===== config.mk =====
export PLATFORM = sky130hd
export DESIGN_NAME = spi_seg_frame_rx
export DESIGN_NICKNAME = d
export VERILOG_FILES = /design/src/rtl/spi_seg_pkg.sv /design/src/rtl/spi_seg_sync.sv /design/src/rtl/spi_seg_frame_rx.sv
export SDC_FILE = /design/constraint.sdc
export NUM_CORES = 1
export LEC_CHECK = 0
export BUFFER_PORTS_ARGS = -buffer_cell sky130_fd_sc_hd__buf_4
export CORE_MARGIN = 4
export CORE_UTILIZATION = 30
export CTS_BUF_LIST = sky130_fd_sc_hd__clkbuf_8
export DETAILED_ROUTE_END_ITERATION = 10
export HOLD_SLACK_MARGIN = 0.06
export PLACE_DENSITY = 0.57
export SLEW_MARGIN = 30
export SYNTH_ARGS = -nofsm -noshare
export SYNTH_HDL_FRONTEND = slang
export SYNTH_SLANG_ARGS = --single-unit

===== constraint.sdc =====
create_clock -name clk -period 8.1 [get_ports clk]
set_input_delay 1.62 -clock clk [delete_from_list [all_inputs] [get_ports clk]]
set_output_delay 1.62 -clock clk [all_outputs]
set_load 0.05 [all_outputs]

===== src/rtl/spi_seg_pkg.sv =====
// Shared frame geometry and FSM state encoding for the SPI segment-register front end.
package spi_seg_pkg;

    localparam int         FRAME_BITS = 16;
    localparam int         HDR_BITS   = 8;
    localparam logic [3:0] ADDR_CLEAR = 4'hF;

    typedef enum logic [1:0] {
        IDLE,
        SHIFT,
        COMMIT,
        DONE
    } state_e;

endpackage


===== src/rtl/spi_seg_sync.sv =====
// STAGES-deep synchroniser for one asynchronous input, followed by a history flop
// so that rising/falling edges of the synchronised level can be detected.
module spi_seg_sync #(
    parameter int   STAGES  = 2,
    parameter logic RST_VAL = 1'b0
) (
    input  logic clk,
    input  logic rst,
    input  logic d_i,
    output logic q_o,
    output logic rise_o,
    output logic fall_o
);

    logic [STAGES-1:0] sync_q;
    logic              hist_q;

    always_ff @(posedge clk or posedge rst) begin
        if (rst) begin
            sync_q <= {STAGES{RST_VAL}};
            hist_q <= RST_VAL;
        end else begin
            sync_q <= {sync_q[STAGES-2:0], d_i};
            hist_q <= sync_q[STAGES-1];
        end
    end

    assign q_o    = sync_q[STAGES-1];
    assign rise_o = sync_q[STAGES-1] & ~hist_q;
    assign fall_o = ~sync_q[STAGES-1] & hist_q;

endmodule


===== src/rtl/spi_seg_frame_rx.sv =====
// SPI mode-0 slave: assembles 16-bit frames (W, addr, data) into a bank of display
// registers and answers read frames on MISO; all SPI pins are oversampled in clk.
module spi_seg_frame_rx
    import spi_seg_pkg::*;
#(
    parameter int         SYNC_STAGES = 2,
    parameter int         NUM_REGS    = 4,
    parameter logic [7:0] RESET_VAL   = 8'h00
) (
    input  logic                  clk,
    input  logic                  rst,
    input  logic                  spi_sck,
    input  logic                  spi_cs_n,
    input  logic                  spi_mosi,
    output logic                  spi_miso,
    output logic [8*NUM_REGS-1:0] disp_regs,
    output logic                  wr_strobe,
    output logic [3:0]            wr_addr,
    output logic                  frame_err,
    output logic [7:0]            frame_cnt
);

    localparam logic [4:0] NUM_REGS_W = 5'(NUM_REGS);
    localparam logic [4:0] HDR_LAST   = 5'(HDR_BITS - 1);
    localparam logic [4:0] HDR_CNT    = 5'(HDR_BITS);
    localparam logic [4:0] FRAME_LAST = 5'(FRAME_BITS - 1);

    logic sck_rise, sck_fall, sck_level_unused;
    logic csn_s, csn_fall, csn_rise_unused;
    logic mosi_s, mosi_rise_unused, mosi_fall_unused;

    state_e                state_q;
    logic [4:0]            bit_cnt_q;
    logic [7:0]            shift_q, shift_d;
    logic                  hdr_w_q;
    logic [3:0]            hdr_addr_q;
    logic [7:0]            out_q, rd_data_d;
    logic                  addr_ok_d;
    logic                  miso_q;
    logic [8*NUM_REGS-1:0] regs_q;
    logic                  wr_strobe_q;
    logic [3:0]            wr_addr_q;
    logic                  frame_err_q;
    logic [7:0]            frame_cnt_q;

    // cs_n resets to "selected" so a frame already in flight at reset release never
    // produces a falling edge; a new frame needs a real high-then-low on the pin.
    spi_seg_sync #(.STAGES(SYNC_STAGES), .RST_VAL(1'b0)) u_sync_sck (
        .clk(clk), .rst(rst), .d_i(spi_sck),
        .q_o(sck_level_unused), .rise_o(sck_rise), .fall_o(sck_fall)
    );

    spi_seg_sync #(.STAGES(SYNC_STAGES), .RST_VAL(1'b0)) u_sync_csn (
        .clk(clk), .rst(rst), .d_i(spi_cs_n),
        .q_o(csn_s), .rise_o(csn_rise_unused), .fall_o(csn_fall)
    );

    spi_seg_sync #(.STAGES(SYNC_STAGES), .RST_VAL(1'b0)) u_sync_mosi (
        .clk(clk), .rst(rst), .d_i(spi_mosi),
        .q_o(mosi_s), .rise_o(mosi_rise_unused), .fall_o(mosi_fall_unused)
    );

    always_comb begin
        shift_d   = {shift_q[6:0], mosi_s};
        addr_ok_d = ({1'b0, hdr_addr_q} < NUM_REGS_W);
        rd_data_d = 8'h00;
        for (int i = 0; i < NUM_REGS; i++) begin
            if (addr_ok_d && hdr_addr_q == 4'(i)) begin
                rd_data_d = regs_q[8*i +: 8];
            end
        end
    end

    always_ff @(posedge clk or posedge rst) begin
        if (rst) begin
            state_q     <= IDLE;
            bit_cnt_q   <= '0;
            shift_q     <= '0;
            hdr_w_q     <= 1'b0;
            hdr_addr_q  <= '0;
            out_q       <= '0;
            miso_q      <= 1'b0;
            regs_q      <= {NUM_REGS{RESET_VAL}};
            wr_strobe_q <= 1'b0;
            wr_addr_q   <= '0;
            frame_err_q <= 1'b0;
            frame_cnt_q <= '0;
        end else begin
            wr_strobe_q <= 1'b0;
            case (state_q)
                IDLE: begin
                    miso_q <= 1'b0;
                    if (csn_fall) begin
                        state_q   <= SHIFT;
                        bit_cnt_q <= '0;
                    end
                end
                SHIFT: begin
                    // cs_n is checked first so a coincident sck edge is dropped.
                    if (csn_s) begin
                        state_q     <= IDLE;
                        frame_err_q <= 1'b1;
                    end else if (sck_rise) begin
                        shift_q   <= shift_d;
                        bit_cnt_q <= bit_cnt_q + 5'd1;
                        if (bit_cnt_q == HDR_LAST) begin
                            hdr_w_q    <= shift_d[7];
                            hdr_addr_q <= shift_d[3:0];
                        end
                        if (bit_cnt_q == FRAME_LAST) begin
                            state_q <= COMMIT;
                        end
                    end else if (sck_fall && !hdr_w_q && bit_cnt_q >= HDR_CNT) begin
                        // First fall after the header loads the reply; later falls shift it.
                        if (bit_cnt_q == HDR_CNT) begin
                            out_q  <= rd_data_d;
                            miso_q <= rd_data_d[7];
                            if (!addr_ok_d) begin
                                frame_err_q <= 1'b1;
                            end
                        end else begin
                            out_q  <= {out_q[6:0], 1'b0};
                            miso_q <= out_q[6];
                        end
                    end
                end
                COMMIT: begin
                    if (hdr_w_q) begin
                        if (addr_ok_d) begin
                            for (int i = 0; i < NUM_REGS; i++) begin
                                if (hdr_addr_q == 4'(i)) begin
                                    regs_q[8*i +: 8] <= shift_q;
                                end
                            end
                            wr_strobe_q <= 1'b1;
                            wr_addr_q   <= hdr_addr_q;
                            frame_cnt_q <= frame_cnt_q + 8'd1;
                        end else if (hdr_addr_q == ADDR_CLEAR) begin
                            frame_err_q <= 1'b0;
                        end else begin
                            frame_err_q <= 1'b1;
                        end
                    end
                    state_q <= DONE;
                end
                DONE: begin
                    if (csn_s) begin
                        state_q <= IDLE;
                    end
                end
                default: state_q <= IDLE;
            endcase
            if (csn_s) begin
                miso_q <= 1'b0;
            end
        end
    end

    assign spi_miso  = miso_q;
    assign disp_regs = regs_q;
    assign wr_strobe = wr_strobe_q;
    assign wr_addr   = wr_addr_q;
    assign frame_err = frame_err_q;
    assign frame_cnt = frame_cnt_q;

endmodule


==> flow_summary_export.csv <==
group,metric,value,unit
outcome,run_status,"completed",
floorplanning,initial_utilization,30.6,%
floorplanning,io-pin-count,52,
finish,fin_area,0.00438,sq mm
finish,fillers,1152,
clocking,cts.repair.resized,0,
timing,slew_violations,0,
critical_path,rrSetupSlack,5760,ps
timing,rsz0062_at_grt,"no",
detailed_routing,initialDrtViolationCount,149,
floorplanning,die_x,118,microns
min_path,worstHoldPathCells,0,
critical_path,cp_cell_sequence,"buf_4",
critical_path,timing.rr.end,"hdr_w_q",
critical_path,cp_data_required_time,6480,ps
timing,fmax,0.381,GHz
floorplanning,rows,40,
synthesis,synthTopCellsByCount,"dfrtp_1, mux2_2, nand2_1, o21ai_0",
critical_path,crit_type,"flop to output port",
detailed_routing,first_pass_iters,4,
detailed_routing,wl,7.78,mm
place,post-place-ws,5700,ps
synthesis,synth_flop_cell,"dfrtp_1",
timing,fin_worst_skew,10.9,ps
critical_path,cp-end-kind,"output port",
critical_path,cp.arrival,1000,ps
clocking,root_buffer,"clkbuf_8",
clocking,clk_latency,350,ps
min_path,hold_class,"flop to flop",
synthesis,syn_nets,290,
synthesis,seq_area_frac_synth,56.1,%
min_path,hold_path.startpoint,"u_sync_csn.sync_q[0]",
timing,tightest_slew,756,ps
finish,area_delta_synth_final,19.9,%
critical_path,critPathLaunchType,"flop",
timing,setup-tns-final,0,ps
clocking,cts_setup_buffers,0,
timing,min_period_over_period,32.4,%
clocking,tritoncts,"yes",
finish,final_nets,345,
synthesis,ys_warn_count,0,
power,p_leak,0.00214,uW
detailed_routing,route.detailed.drc,0,
global_route,gr-total-overflow,0,
power,switchingPower,235,uW
synthesis,synth.ff_latch_count,82,
place,hpwl,5.33,mm
global_route,antenna_found_initial,0,
place,dpl-instance-area,0.00418,sq mm
power,seq_power_share,53.6,%
synthesis,synthTopCellsByArea,"dfrtp_1, mux2_2, ha_1, nand2_1, mux4_2",
synthesis,syn-instance-count,277,
power,peakVddDrop,0.0693,mV
timing,finalSetupViolations,0,
synthesis,synth_area,0.00366,sq mm
clocking,numCtsBuffers,9,
timing,slew_headroom,49.6,%
finish,diodes,0,
synthesis,yosys.area.top_type,"dfrtp_1",
critical_path,cp_slowest_cell,"dfrtp_1",
power,internal_power,619,uW
synthesis,synth_top_area_share,56.1,%
global_route,grt_max_degree,83,
power,comb_power_share,11.0,%
synthesis,synth-edff-count,0,
clocking,clkTransAtPathRegs,80,ps
timing,finalHoldViolCount,0,
synthesis,synth_cell_types,48,
place,io_buffers,51,
place,place.gp.congestion,0.728,
power,switching_share,27.5,%
critical_path,crit_buf_inv,1,
clocking,hold_buffers,0,
critical_path,max_stage_delay,430,ps
power,power_density,195,mW/mm^2
timing,finalWorstSetupSlack,5480,ps
global_route,grt_pass1_wl,13.0,mm
clocking,clockBufferDepth,2,
detailed_routing,ant_nets,0,
min_path,holdPathEnd,"u_sync_csn.sync_q[1]",
floorplanning,die_area,0.0140,sq mm
critical_path,crit_fanout,5,
power,clkPwrFrac,35.4,%
detailed_routing,vias,2316,
global_route,grt_pass1_vias,2407,
finish,drive_gt1_share,39.9,%
run,drv_cap,0,
floorplanning,core_area,0.0120,sq mm
timing,period_needed,2620,ps
clocking,cts_num_sinks,82,
detailed_routing,vias_per_cell,4.80,
critical_path,crit_family,"flip-flops",
floorplanning,die_h,118,microns
synthesis,yosysMostFrequentCell,"dfrtp_1",
detailed_routing,wl_per_cell,16.1,microns
critical_path,r2r_cells,5,
timing,hold-worst-slack,352,ps
clocking,h-tree-depth,3,
global_route,grtUsageTotal,11.7,%
synthesis,synth.avg_cell_area,13.2,sq um
synthesis,async_reset_ff_share,100,%
## routing by layer
metal / GRT usage [%] / routed length (microns) / vias to the layer above
li1: - / - / 1119
met1: 15.2 / 3530 / 1152
met2: 19.0 / 3900 / 39
met3: 2.97 / 256 / 6
met4: 4.34 / 95 / 0
met5: 0 / 0 / -
## sequential cells by signal, indices dropped and copies added (netlist names), 2 cells and up, named ones only
name / flops
u_sync_mosi.sync_q: 2
u_sync_csn.sync_q: 2
disp_regs: 32
wr_addr: 4
u_sync_sck.sync_q: 2
frame_cnt: 8
out_q: 7
bit_cnt_q: 5
hdr_addr_q: 4
shift_q: 8
## stage by stage
step,util (%),cells,total power [uW]
after global routing,36.7,483,904
after global placement,34.9,468,557
after floorplan,-,277,530
final,36.7,483,854
after CTS,36.7,483,866
after detailed placement,35.0,468,560
## worst reg2reg max path: cells and delay by family, from the launching register on
family / cells / cell delay [ps]
buffers and inverters: 1 / 110
adders and majority gates: 1 / 400
DFF: 1 / 410
and+or+nand+nor: 2 / 930
muxes: 1 / 380
## layout by cell type, fill, tap and decap left out, types with 3 or more instances in the layout
cell	count
a211oi_1	3
a22oi_1	4
buf_4	52
clkbuf_8	10
dfrtp_1	82
ha_1	8
inv_1	8
mux2_2	47
mux2i_1	3
mux4_2	4
nand2_1	26
nand2b_1	3
nand3_1	8
nor2_1	4
nor2b_1	9
o21ai_0	10
o21ai_1	3
o21ai_2	3
xnor2_1	4
xor2_1	3
## how the worst max path moves through the flow
stage | start | to | slack (ps) | depth (start not counted)
final | frame_cnt[3] | frame_cnt[3] | 5480 | 1
after floorplan | rst | asynchronous set/reset pin | 4370 | 1
after global routing | frame_cnt[0] | frame_cnt[0] | 5410 | 1
after CTS | frame_cnt[0] | frame_cnt[0] | 5460 | 1
after detailed placement | rst | disp_regs[29] | 5700 | 3
after global placement | rst | disp_regs[21] | 5410 | 3
## logic make-up after synthesis
kind of cell	share of synthesized area, %
adders and majority gates	2.74
and+or+nand+nor	11.6
xor gates and xnor gates	1.68
muxes	17.8
DFF	56.1
buffers and inverters	2.60
AOI/OAI and AO/OA	7.53
## power by group through the flow
stage,logic (uW),clock network [uW],registers (uW)
after floorplan,75.2,0,455
after global placement,93.0,0,464
after detailed placement,95.8,0,465
after CTS,96.2,313,457
after global routing,110,333,461
final,94.1,303,457
## area by class of cell
cell class	count	area [sq um]	share of cell area, %
clock buffers	10	138	3.14
clock inverters	5	63.8	1.46
inverters	9	35.0	0.799
multi-input cells	177	1510	34.4
flip-flops and latches	82	2050	46.8
well taps	147	184	4.20
repair buffers	53	402	9.16
No activity file was read; power rests on OpenSTA's default activity.
